[src/rtl/fpu_sched_pkg.sv]
// Shared definitions for the FPU writeback scheduler: unit latencies, the
// unit-select enum and the writeback reservation record.
package fpu_sched_pkg;

    localparam int unsigned FMA_LAT     = 4;
    localparam int unsigned FAST_LAT    = 2;
    localparam int unsigned FROMINT_LAT = 2;
    localparam int unsigned TOINT_LAT   = 1;
    localparam int unsigned SLOT_DEPTH  = 4;
    localparam int unsigned SLOT_IDX_W  = $clog2(SLOT_DEPTH);

    typedef enum logic [2:0] {
        NONE,
        FMA,
        FAST,
        FROMINT,
        TOINT
    } unit_e;

    typedef struct packed {
        logic       valid;
        logic [5:0] tag;
        logic [1:0] type_tag;
        logic       wflags;
    } wb_slot_t;

    // Fixed priority: fma > fastpipe > fromint > toint.
    function automatic unit_e unit_select(input logic fma, input logic fast,
                                          input logic fromint, input logic toint);
        unit_e u;
        if (fma)          u = FMA;
        else if (fast)    u = FAST;
        else if (fromint) u = FROMINT;
        else if (toint)   u = TOINT;
        else              u = NONE;
        return u;
    endfunction

endpackage

[src/rtl/fpu_wb_shift_reg.sv]
// FP writeback reservation shift register: shifts toward slot 0 every cycle,
// with an optional parallel insert at any index and a synchronous clear.
module fpu_wb_shift_reg
    import fpu_sched_pkg::*;
(
    input  logic                  i_clk,
    input  logic                  i_rst,
    input  logic                  i_clear,
    input  logic                  i_ins_en,
    input  logic [SLOT_IDX_W-1:0] i_ins_idx,
    input  wb_slot_t              i_ins_slot,
    output wb_slot_t              o_head,
    output logic [SLOT_DEPTH-1:0] o_valid
);

    wb_slot_t r_slot [SLOT_DEPTH];

    // Insert is applied after the shift so it lands in the post-shift position.
    always_ff @(posedge i_clk) begin
        if (i_rst || i_clear) begin
            for (int unsigned i = 0; i < SLOT_DEPTH; i++) begin
                r_slot[i] <= '0;
            end
        end else begin
            for (int unsigned i = 0; i < SLOT_DEPTH - 1; i++) begin
                r_slot[i] <= r_slot[i+1];
            end
            r_slot[SLOT_DEPTH-1] <= '0;
            if (i_ins_en) begin
                r_slot[i_ins_idx] <= i_ins_slot;
            end
        end
    end

    always_comb begin
        o_head = r_slot[0];
        for (int unsigned i = 0; i < SLOT_DEPTH; i++) begin
            o_valid[i] = r_slot[i].valid;
        end
    end

endmodule

[src/rtl/fpu_wb_scheduler.sv]
// FPU writeback scheduler: reserves FP writeback slots by unit latency,
// stalls on slot collisions, and runs toint through a single int stage.
module fpu_wb_scheduler
    import fpu_sched_pkg::*;
(
    input  logic       clock,
    input  logic       reset,
    input  logic       io_req_valid,
    output logic       io_req_ready,
    input  logic [5:0] io_req_tag,
    input  logic       io_req_fma,
    input  logic       io_req_fastpipe,
    input  logic       io_req_fromint,
    input  logic       io_req_toint,
    input  logic       io_req_wflags,
    input  logic [1:0] io_req_typeTagOut,
    input  logic       io_kill,
    output logic       io_fp_wb_valid,
    output logic [5:0] io_fp_wb_tag,
    output logic [1:0] io_fp_wb_typeTag,
    output logic       io_fp_wb_wflags,
    output logic       io_int_wb_valid,
    output logic [5:0] io_int_wb_tag,
    output logic       io_int_wb_wflags,
    output logic       io_illegal,
    output logic       io_busy
);

    unit_e                 w_unit;
    logic                  w_two_cycle;
    logic                  w_collide;
    logic                  w_accept;
    logic                  w_ins_en;
    logic [SLOT_IDX_W-1:0] w_ins_idx;
    wb_slot_t              w_ins_slot;
    wb_slot_t              w_head;
    logic [SLOT_DEPTH-1:0] w_fp_valid;

    logic                  r_int_valid;
    logic [5:0]            r_int_tag;
    logic                  r_int_wflags;
    logic                  r_illegal;

    always_comb begin
        w_unit      = unit_select(io_req_fma, io_req_fastpipe, io_req_fromint, io_req_toint);
        w_two_cycle = (w_unit == FAST) || (w_unit == FROMINT);
        // Slot[2] now is the slot a 2-cycle uop would need after this edge's shift.
        w_collide    = w_two_cycle && w_fp_valid[FAST_LAT];
        io_req_ready = !reset && !io_kill && !w_collide;
        w_accept     = io_req_valid && io_req_ready;
        w_ins_en     = w_accept && ((w_unit == FMA) || w_two_cycle);
        case (w_unit)
            FMA:     w_ins_idx = SLOT_IDX_W'(FMA_LAT - 1);
            FROMINT: w_ins_idx = SLOT_IDX_W'(FROMINT_LAT - 1);
            default: w_ins_idx = SLOT_IDX_W'(FAST_LAT - 1);
        endcase
        w_ins_slot.valid    = 1'b1;
        w_ins_slot.tag      = io_req_tag;
        w_ins_slot.type_tag = io_req_typeTagOut;
        w_ins_slot.wflags   = io_req_wflags;
    end

    fpu_wb_shift_reg u_shift (
        .i_clk      (clock),
        .i_rst      (reset),
        .i_clear    (io_kill),
        .i_ins_en   (w_ins_en),
        .i_ins_idx  (w_ins_idx),
        .i_ins_slot (w_ins_slot),
        .o_head     (w_head),
        .o_valid    (w_fp_valid)
    );

    always_ff @(posedge clock) begin
        if (reset || io_kill) begin
            r_int_valid <= 1'b0;
            r_illegal   <= 1'b0;
        end else begin
            r_int_valid <= w_accept && (w_unit == TOINT);
            r_illegal   <= w_accept && (w_unit == NONE);
        end
        r_int_tag    <= io_req_tag;
        r_int_wflags <= io_req_wflags;
    end

    always_comb begin
        io_fp_wb_valid   = w_head.valid;
        io_fp_wb_tag     = w_head.tag;
        io_fp_wb_typeTag = w_head.type_tag;
        io_fp_wb_wflags  = w_head.wflags;
        io_int_wb_valid  = r_int_valid;
        io_int_wb_tag    = r_int_tag;
        io_int_wb_wflags = r_int_wflags;
        io_illegal       = r_illegal;
        io_busy          = (|w_fp_valid) || r_int_valid;
    end

endmodule

[config.mk]
export PLATFORM = sky130hd
export DESIGN_NAME = fpu_wb_scheduler
export DESIGN_NICKNAME = d
export VERILOG_FILES = /design/src/rtl/fpu_sched_pkg.sv /design/src/rtl/fpu_wb_shift_reg.sv /design/src/rtl/fpu_wb_scheduler.sv
export SDC_FILE = /design/constraint.sdc
export NUM_CORES = 1
export LEC_CHECK = 0
export CORE_UTILIZATION = 34
export DETAILED_ROUTE_END_ITERATION = 12
export PLACE_DENSITY = 0.57
export SYNTH_ARGS = -nofsm -noshare
export SYNTH_HDL_FRONTEND = slang
export SYNTH_SLANG_ARGS = --single-unit
[constraint.sdc]
create_clock -name clock -period 0.9 [get_ports clock]
set_input_delay 0.09 -clock clock [delete_from_list [all_inputs] [get_ports clock]]
set_output_delay 0.09 -clock clock [all_outputs]
set_load 0.005 [all_outputs]
==> results of run 1 <==
## cells by family (layout without fill, tap and decap cells)
group | count (synthesis) | count (layout) | share of synthesized area (%)
flip-flops | 49 | 49 | 65.28
AND/OR/NAND/NOR | 49 | 49 | 21.07
buffers and inverters | 10 | 66 | 4.079
AO/OA/AOI/OAI | 22 | 22 | 9.575
## power by group
group          switching (mW)  total (mW)  internal [mW]
registers              0.0104        2.21           2.20
logic                   0.150       0.319          0.169
clock network           0.650        1.19          0.538
## placed cells by master, fill, tap and decap left out, types with 6 or more instances in the layout
cell,count
and2_1,29
buf_2,13
clkbuf_2,7
buf_4,14
clkdlybuf4s50_1,11
nand4b_1,10
dfxtp_1,42
dfxtp_2,6
## final timing paths
| kind | start | to | slack, ns | cells after the start |
|---|---|---|---|---|
| worst max-delay path | u_shift.r_slot[1][9] | io_busy | -0.16 | 3 |
| worst max register to register | u_shift.r_slot[2][9] | u_shift.r_slot[1][5] | -0.10 | 3 |
| worst min register to register | u_shift.r_slot[3][4] | u_shift.r_slot[2][4] | 0.43 | 1 |
| worst min-delay path | io_req_wflags | io_int_wb_wflags | 0.30 | 1 |
## metal layers
metal  up-vias  part of all wire, %  global-route usage, %
li1        549                    -                      -
met1       497                   44                  16.75
met2        24                   50                  20.96
met3         5                  5.0                  4.667
met4         0                  1.8                  8.073
met5         -                    0                      0
## what timing repair did
item	in CTS	in global routing
pin swaps	12	5
hold buffers	0	0
buffers inserted	1	7
resized for setup	100	23
endpoints found under the setup margin	42	22
## state kept, by name, summed over array words and instances, names as in the netlist
| signal | count |
|---|---|
| io_int_wb_wflags | 1 |
| io_int_wb_valid | 1 |
| u_shift.r_slot | 40 |
| io_int_wb_tag | 6 |
| io_illegal | 1 |
## cell type report
type                            instances  area [um2]
Fill cell                             362        1934
Sequential cell                        49       992.2
Multi-Input combinational cell         71       600.6
Timing Repair Buffer                   56       435.4
Clock buffer                            6       72.57
Tap cell                               50       62.56
Clock inverter                          2       10.01
Inverter                                2       7.507
==> results.py, run 1 <==
metrics = {
    "logic_synthesis": {
        "syn-instance-count": 130,
        "syn_area_mm2": 0.001503,
        "synth_edf_count": 0,
        "synth.avg_cell_area_um2": 11.56,
        "synthTopCellsByCount": "49 x dfxtp_1, 29 x and2_1, 11 x a21oi_1, 10 x nand4b_1, 9 x o31ai_1",
        "synth_area_leaders": "dfxtp_1 65%, and2_1 12%, nand4b_1 5.8%, o31ai_1 4.5%, a21oi_1 3.7%",
        "ys.flop_type": "dfxtp_1",
        "ys_warn_count": 0,
        "synth.top_cell.area_share_pct": 65.28,
        "async_flop_share_pct": 0,
        "yosys.cell_types.count": 19,
        "ys_ff_latch": 49,
        "synth_nets": 147,
        "synth_most_common_cell": "dfxtp_1",
        "seq_area_frac_synth_pct": 65.28,
        "synth_top_area_cell": "dfxtp_1",
    },
    "die": {
        "fp.dieW_um": 68.48,
        "dieArea_mm2": 0.004690,
        "rows": 23,
        "core-area_mm2": 0.004115,
        "die_h_um": 68.48,
        "io-pin-count": 38,
        "initial_core_util_pct": 36.52,
    },
    "place": {
        "dp_worst_setup_slack_ns": -0.7934,
        "dpl.hpwl_um": 1907,
        "place_area_mm2": 0.001972,
        "gp_congestion": 0.8053,
        "placement.io_buffers": 37,
        "post-place-cells": 221,
    },
    "cts": {
        "cts_max_level": 2,
        "clk_latency_ns": 0.29,
        "clk_pin_slew_worst_paths_ns": 0.08,
        "cts_buffers": 5,
        "tritoncts": "yes",
        "root_buffer": "clkbuf_8",
        "cts_buffer_depth": 2,
        "cts.sinks": 49,
    },
    "drt": {
        "wirelength_um": 3000,
        "avgRoutedWirePerCell_um": 12.71,
        "drc_errors": 0,
        "first_iter_violations": 48,
        "dr.pass1.iters": 4,
        "antenna_left": 0,
        "vias": 1075,
        "vias_per_cell": 4.555,
    },
    "final_layout": {
        "drive_above_1_share_pct": 40.86,
        "fin_nets": 202,
        "instances_no_fill": 236,
        "post-route-cell-area_mm2": 0.002181,
        "finish.utilization_pct": 52.99,
        "antenna_cells": 0,
        "flow.area_growth_from_synthesis_pct": 45.13,
    },
    "power": {
        "powerDensity_mw_per_mm2": 1705,
        "ir_drop_v": 0.0009365,
        "p_leak_nw": 0.8842,
        "power_mw": 3.719,
    },
    "worst_setup_path": {
        "critPathMaxFanout": 2,
        "crit_required_ns": 0.81,
        "path_buf_inv": 1,
        "critical_path.slowest_cell": "dfxtp_2",
        "worstSetupPathType": "flip-flop to output pin",
        "end_kind": "output pin",
        "max_stage_delay_ns": 0.33,
        "crit_chain": "nor3_2, nand2_1, buf_2",
        "critPathTopFamily": "flip-flops",
        "crit_arrival_ns": 0.97,
        "start_kind": "flip-flop",
    },
    "sta": {
        "setup_tns_ns": -0.9819,
        "fin_crit_sh_pct": 117.5,
        "postLayoutSetupSlackWorst_ns": -0.1576,
        "drv_slew": 0,
        "maxSlewHeadroom_pct": 77.35,
        "fin_crit_ns": 1.058,
        "setup_violations": 12,
        "skew_ns": 0.004086,
        "whs_ns": 0.2955,
        "rsz0062_at_grt": "true",
        "tightest_slew_ns": 0.3393,
        "hold_viol_final": 0,
        "clock.fmax_mhz": 945.5,
    },
    "hold_path": {
        "hold_class": "input port to flip-flop",
    },
    "grt": {
        "grt_pass1_wl_um": 4491,
        "gr-usage-all-layers_pct": 13.78,
        "grt-ovfl-total": 0,
        "antenna_found_initial": 0,
        "grt_pass1_vias": 980,
        "grt_max_degree": 20,
    },
    "run_status": {
        "violations": "negative setup slack",
        "outcome": "finished with violations",
    },
    "job": {
        "maxCapViolCount": 0,
    },
}
Power figures use the tool's default switching activity.
==> inputs of run 2 (changes only) <==
--- a/config.mk
+++ b/config.mk
@@ -5,9 +5,9 @@
 export SDC_FILE = /design/constraint.sdc
 export NUM_CORES = 1
 export LEC_CHECK = 0
-export CORE_UTILIZATION = 34
+export CORE_UTILIZATION = 35
 export DETAILED_ROUTE_END_ITERATION = 12
-export PLACE_DENSITY = 0.57
+export PLACE_DENSITY = 0.59
 export SYNTH_ARGS = -nofsm -noshare
 export SYNTH_HDL_FRONTEND = slang
 export SYNTH_SLANG_ARGS = --single-unit
==> results.py, run 2 (synthesized netlist as in run 1, its figures left out) <==
metrics = {
    "cts": {
        "root_buffer": "clkbuf_8",
        "cts.sinks": 49,
        "tritoncts": "yes",
        "clk_latency_ns": 0.29,
        "cts_buffer_depth": 2,
        "cts_buffers": 5,
        "clk_pin_slew_worst_paths_ns": 0.08,
        "cts_max_level": 2,
    },
    "grt": {
        "grt_max_degree": 20,
        "grt_pass1_vias": 1012,
        "gr-usage-all-layers_pct": 14.62,
        "grt-ovfl-total": 0,
        "antenna_found_initial": 0,
        "grt_pass1_wl_um": 4650,
    },
    "worst_setup_path": {
        "worstSetupPathType": "flip-flop to output pin",
        "critical_path.slowest_cell": "dfxtp_2",
        "max_stage_delay_ns": 0.33,
        "crit_required_ns": 0.81,
        "start_kind": "flip-flop",
        "end_kind": "output pin",
        "crit_arrival_ns": 1.00,
        "crit_chain": "buf_6, a21oi_4, buf_2",
        "critPathMaxFanout": 2,
        "path_buf_inv": 2,
        "critPathTopFamily": "flip-flops",
    },
    "power": {
        "power_mw": 3.668,
        "ir_drop_v": 0.001082,
        "powerDensity_mw_per_mm2": 1700,
        "p_leak_nw": 0.8656,
    },
    "die": {
        "core-area_mm2": 0.004058,
        "fp.dieW_um": 67.53,
        "initial_core_util_pct": 37.03,
        "rows": 23,
        "dieArea_mm2": 0.004560,
        "io-pin-count": 38,
        "die_h_um": 67.53,
    },
    "sta": {
        "drv_slew": 0,
        "setup_tns_ns": -1.704,
        "setup_violations": 12,
        "tightest_slew_ns": 0.4063,
        "hold_viol_final": 0,
        "fin_crit_ns": 1.091,
        "clock.fmax_mhz": 916.7,
        "fin_crit_sh_pct": 121.2,
        "maxSlewHeadroom_pct": 72.88,
        "skew_ns": 0.003703,
        "rsz0062_at_grt": "true",
        "postLayoutSetupSlackWorst_ns": -0.1908,
    },
    "final_layout": {
        "largest_reg_flops": 40,
        "antenna_cells": 0,
        "multi_input_area_um2": 638.1,
        "final_cell_mix": "43 x dfxtp_1, 29 x and2_1, 13 x clkbuf_2",
        "flow.area_growth_from_synthesis_pct": 43.63,
        "drive_above_1_share_pct": 39.33,
        "layout_commonest_cell": "dfxtp_1",
        "regMostFlops": "u_shift.r_slot",
        "seq_area_um2": 988.4,
        "fin_nets": 196,
        "n_fill_cell": 334,
    },
    "hold_path": {
        "hold_class": "input port to flip-flop",
    },
    "drt": {
        "avgRoutedWirePerCell_um": 13.46,
        "vias_per_cell": 4.570,
        "drc_errors": 0,
        "vias": 1042,
        "first_iter_violations": 36,
        "wirelength_um": 3068,
        "antenna_left": 0,
        "dr.pass1.iters": 4,
    },
    "place": {
        "gp_congestion": 0.8395,
        "placement.io_buffers": 37,
        "dp_worst_setup_slack_ns": -0.7732,
        "dpl.hpwl_um": 2038,
    },
    "run_status": {
        "violations": "negative setup slack",
        "outcome": "finished with violations",
    },
    "job": {
        "maxCapViolCount": 0,
    },
}
[run 2: where the power goes]
part           leakage (nW)  total [mW]  switching (mW)  internal [mW]
logic                 0.425       0.311           0.155          0.155
clock network        0.0399        1.14           0.632          0.512
registers             0.400        2.21         0.00994           2.20
[run 2: cell type report]
class                           count  share of cell area (%)
Clock buffer                        5                   3.188
Clock inverter                      1                  0.2319
Inverter                            2                  0.3478
Multi-Input combinational cell     71                   29.57
Sequential cell                    49                   45.80
Tap cell                           50                   2.899
Timing Repair Buffer               50                   17.97
[run 2: what timing repair did]
item                                    CTS  global route
cloned                                    0             0
buffers inserted                          1             1
hold buffers                              0             0
endpoints found under the setup margin   42            36
resized for setup                        77            38
pin swaps                                 6            11
[run 2: final timing paths]
kind | slack (ns) | cells past startpoint | startpoint | endpoint
max | -0.19 | 3 | u_shift.r_slot[2][9] | io_req_ready
min | 0.24 | 4 | io_req_fma | io_int_wb_valid
max reg2reg | -0.17 | 4 | u_shift.r_slot[2][9] | u_shift.r_slot[1][1]
min reg2reg | 0.43 | 1 | u_shift.r_slot[1][2] | u_shift.r_slot[0][2]
[run 2: metal layers]
layer,part of all wire (%),track usage [%],vias to the layer above
met5,0,0,-
met4,3.5,9.574,0
met3,4.6,4.223,8
met2,50,24.13,28
met1,41,16.21,471
li1,-,-,535
[run 2: per-stage QoR]
stage,hold slack (ns),cells,util (%),cell area [um2]
2_1_floorplan,0.1177,130,-,1503
3_3_place_gp,0.4080,220,48.41,1964
3_5_place_dp,0.4120,220,48.41,1964
4_1_cts,0.2981,227,51.65,2096
5_1_grt,0.2604,228,53.19,2158
6_report,0.2420,228,53.19,2158
[run 2: worst reg2reg max path, delay by kind of cell (launching register included)]
family	cells	cell delay (ns)
DFF	1	0.33
buffers and inverters	2	0.29
AOI/OAI and AO/OA	2	0.34
==> inputs of run 3 (changes only) <==
--- a/config.mk
+++ b/config.mk
@@ -5,9 +5,11 @@
 export SDC_FILE = /design/constraint.sdc
 export NUM_CORES = 1
 export LEC_CHECK = 0
+export CORE_MARGIN = 4
 export CORE_UTILIZATION = 35
 export DETAILED_ROUTE_END_ITERATION = 12
-export PLACE_DENSITY = 0.59
+export PLACE_DENSITY = 0.56
 export SYNTH_ARGS = -nofsm -noshare
 export SYNTH_HDL_FRONTEND = slang
 export SYNTH_SLANG_ARGS = --single-unit
+export TNS_END_PERCENT = 5
==> constraint.sdc (replaced) <==
create_clock -name clock -period 1.12 [get_ports clock]
set_input_delay 0.112 -clock clock [delete_from_list [all_inputs] [get_ports clock]]
set_output_delay 0.112 -clock clock [all_outputs]
set_load 0.005 [all_outputs]
==> results.py, run 3 (synthesized netlist as in run 1, its figures left out) <==
metrics = {
    "power": {
        "p_leak_nw": 0.9358,
        "clkPwrFrac_pct": 39.2,
        "powerDensity_mw_per_mm2": 1558,
        "internal_power_mw": 2.609,
        "pwr-share-comb_pct": 6.4,
        "p_switching_mw": 0.6577,
        "seqPwrFrac_pct": 54.3,
        "switching_share_pct": 20.14,
        "ir_drop_v": 0.0007642,
    },
    "drt": {
        "antenna_left": 0,
        "vias_per_cell": 4.443,
        "dr.pass1.iters": 6,
        "drc_errors": 0,
        "avgRoutedWirePerCell_um": 12.61,
        "first_iter_violations": 39,
        "vias": 1013,
        "wirelength_um": 2875,
    },
    "worst_setup_path": {
        "r2r_setup_slack_ns": -0.07,
        "critPathMaxFanout": 19,
        "start_kind": "flip-flop",
        "end_kind": "flip-flop",
        "crit_required_ns": 1.30,
        "r2r-end": "u_shift.r_slot[1][4]",
        "crit_chain": "buf_4, buf_4, o31ai_1, a21oi_1",
        "crit_path_frequent_cell": "buf_4",
        "reg2regPathDepth": 4,
        "critical_path.slowest_cell": "dfxtp_4",
        "reg2reg_from": "u_shift.r_slot[2][9]",
        "crit_arrival_ns": 1.37,
        "worstSetupPathType": "flip-flop to flip-flop",
        "critPathTopFamily": "compound AO/OA/AOI/OAI gates",
        "max_stage_delay_ns": 0.36,
        "path_buf_inv": 2,
    },
    "final_layout": {
        "regMostFlops": "u_shift.r_slot",
        "layout_commonest_cell": "dfxtp_1",
        "fin_nets": 194,
        "n_fill_cell": 379,
        "post-route-cell-area_mm2": 0.002097,
        "antenna_cells": 0,
        "flow.area_growth_from_synthesis_pct": 39.55,
        "final_cell_mix": "47 x dfxtp_1, 29 x and2_1, 19 x dlygate4sd2_1",
        "instances_no_fill": 228,
        "largest_reg_flops": 40,
        "drive_above_1_share_pct": 17.42,
    },
    "die": {
        "rows": 23,
        "core-area_mm2": 0.004086,
        "die_h_um": 73.53,
        "fp.dieW_um": 73.53,
        "io-pin-count": 38,
        "initial_core_util_pct": 36.77,
        "dieArea_mm2": 0.005406,
    },
    "cts": {
        "cts.sinks": 49,
        "clk_latency_ns": 0.30,
        "root_buffer": "clkbuf_8",
        "clk_pin_slew_worst_paths_ns": 0.09,
        "cts_hold_buf": 0,
        "cts_buffer_depth": 2,
        "cts_buffers": 5,
        "cts_max_level": 2,
        "tritoncts": "yes",
    },
    "place": {
        "placement.io_buffers": 37,
        "dpl.hpwl_um": 2030,
        "place_area_mm2": 0.001957,
        "gp_congestion": 0.7882,
        "post-place-cells": 219,
        "dp_worst_setup_slack_ns": -0.6264,
    },
    "sta": {
        "hold_viol_final": 0,
        "maxSlewHeadroom_pct": 71.52,
        "drv_slew": 0,
        "fin_crit_sh_pct": 106.5,
        "skew_ns": 0.004191,
        "tightest_slew_ns": 0.4268,
        "clock.fmax_mhz": 838.6,
        "fin_crit_ns": 1.192,
        "rsz0062_at_grt": "true",
        "postLayoutSetupSlackWorst_ns": -0.07242,
        "setup_violations": 10,
    },
    "job": {
        "maxCapViolCount": 0,
    },
    "run_status": {
        "violations": "negative setup slack",
        "outcome": "finished with violations",
    },
    "hold_path": {
        "hold_class": "input port to flip-flop",
        "hold_end": "io_int_wb_valid",
        "whs_path_depth": 4,
        "hold_start": "io_req_fma",
    },
    "grt": {
        "antenna_found_initial": 0,
        "grt_max_degree": 20,
        "gr-usage-all-layers_pct": 11.78,
        "grt_pass1_vias": 1016,
        "grt-ovfl-total": 0,
        "grt_pass1_wl_um": 4816,
    },
}
run 3: cell count changes in the layout (fill, tap and decap cells not counted), sizes merged:
cell	previous run	this run
clkinv	1	0
clkinvlp	0	1
bufinv	0	1
dlygate4sd2	3	19
clkdlybuf4s50	11	12
dlymetal6s2s	2	4
buf	21	12
clkbuf	18	7
run 3: power groups by stage:
stage	clock (mW)	combinational (mW)	sequential, mW
after floorplan	0	0.0752	1.82
after global placement	0	0.214	1.82
after detailed placement	0	0.219	1.82
after CTS	1.31	0.214	1.77
after global routing	1.38	0.231	1.78
final	1.28	0.210	1.77
run 3: final cells by class:
| type | instances | area [um2] | share of cell area (%) |
|---|---|---|---|
| sequential | 49 | 985.9 | 47.02 |
| tap | 50 | 62.56 | 2.983 |
| inverter | 2 | 7.507 | 0.3580 |
| clock buffer | 6 | 82.58 | 3.938 |
| timing repair buffer | 48 | 429.2 | 20.47 |
| multi-input combinational | 71 | 491.7 | 23.45 |
| clock inverter | 2 | 37.54 | 1.790 |
run 3: worst max path at each step:
stage | end | slack [ns] | startpoint | cells past startpoint
floorplan | u_shift.r_slot[1][0] | 0.25 | u_shift.r_slot[2][9] | 3
global placement | io_req_ready | -0.61 | io_kill | 4
detailed placement | io_req_ready | -0.63 | reset | 4
CTS | io_busy | -0.14 | u_shift.r_slot[1][9] | 3
global route | u_shift.r_slot[1][6] | -0.14 | u_shift.r_slot[2][9] | 4
finish | u_shift.r_slot[1][4] | -0.07 | u_shift.r_slot[2][9] | 4
run 3: timing repair:
action	4_1_cts	5_1_grt
pin swaps	1	3
buffers inserted	0	1
gates resized for setup	32	7
setup endpoints to repair	21	12
run 3: routing by layer:
metal / part of all wire [%] / global-route usage, %
met1: 44 / 13.39
met2: 48 / 19.78
met3: 6.0 / 4.378
met4: 1.0 / 4.829
met5: 0 / 0
run 3: per-stage QoR:
stage	utilization [%]	hold WS [ns]	power, mW	TNS, ns
final	51.32	0.2631	3.266	-0.3255
after global routing	51.32	0.2911	3.392	-0.8202
after CTS	50.83	0.3146	3.302	-0.3479
after detailed placement	47.89	0.4097	2.038	-6.607
after global placement	47.89	0.4090	2.033	-5.756
after floorplan	-	0.1397	1.896	0
run 3: worst min-delay path: cells and delay by family:
family                 cells  cell delay [ns]
buffers and inverters      2             0.24
AND/OR/NAND/NOR            2             0.16
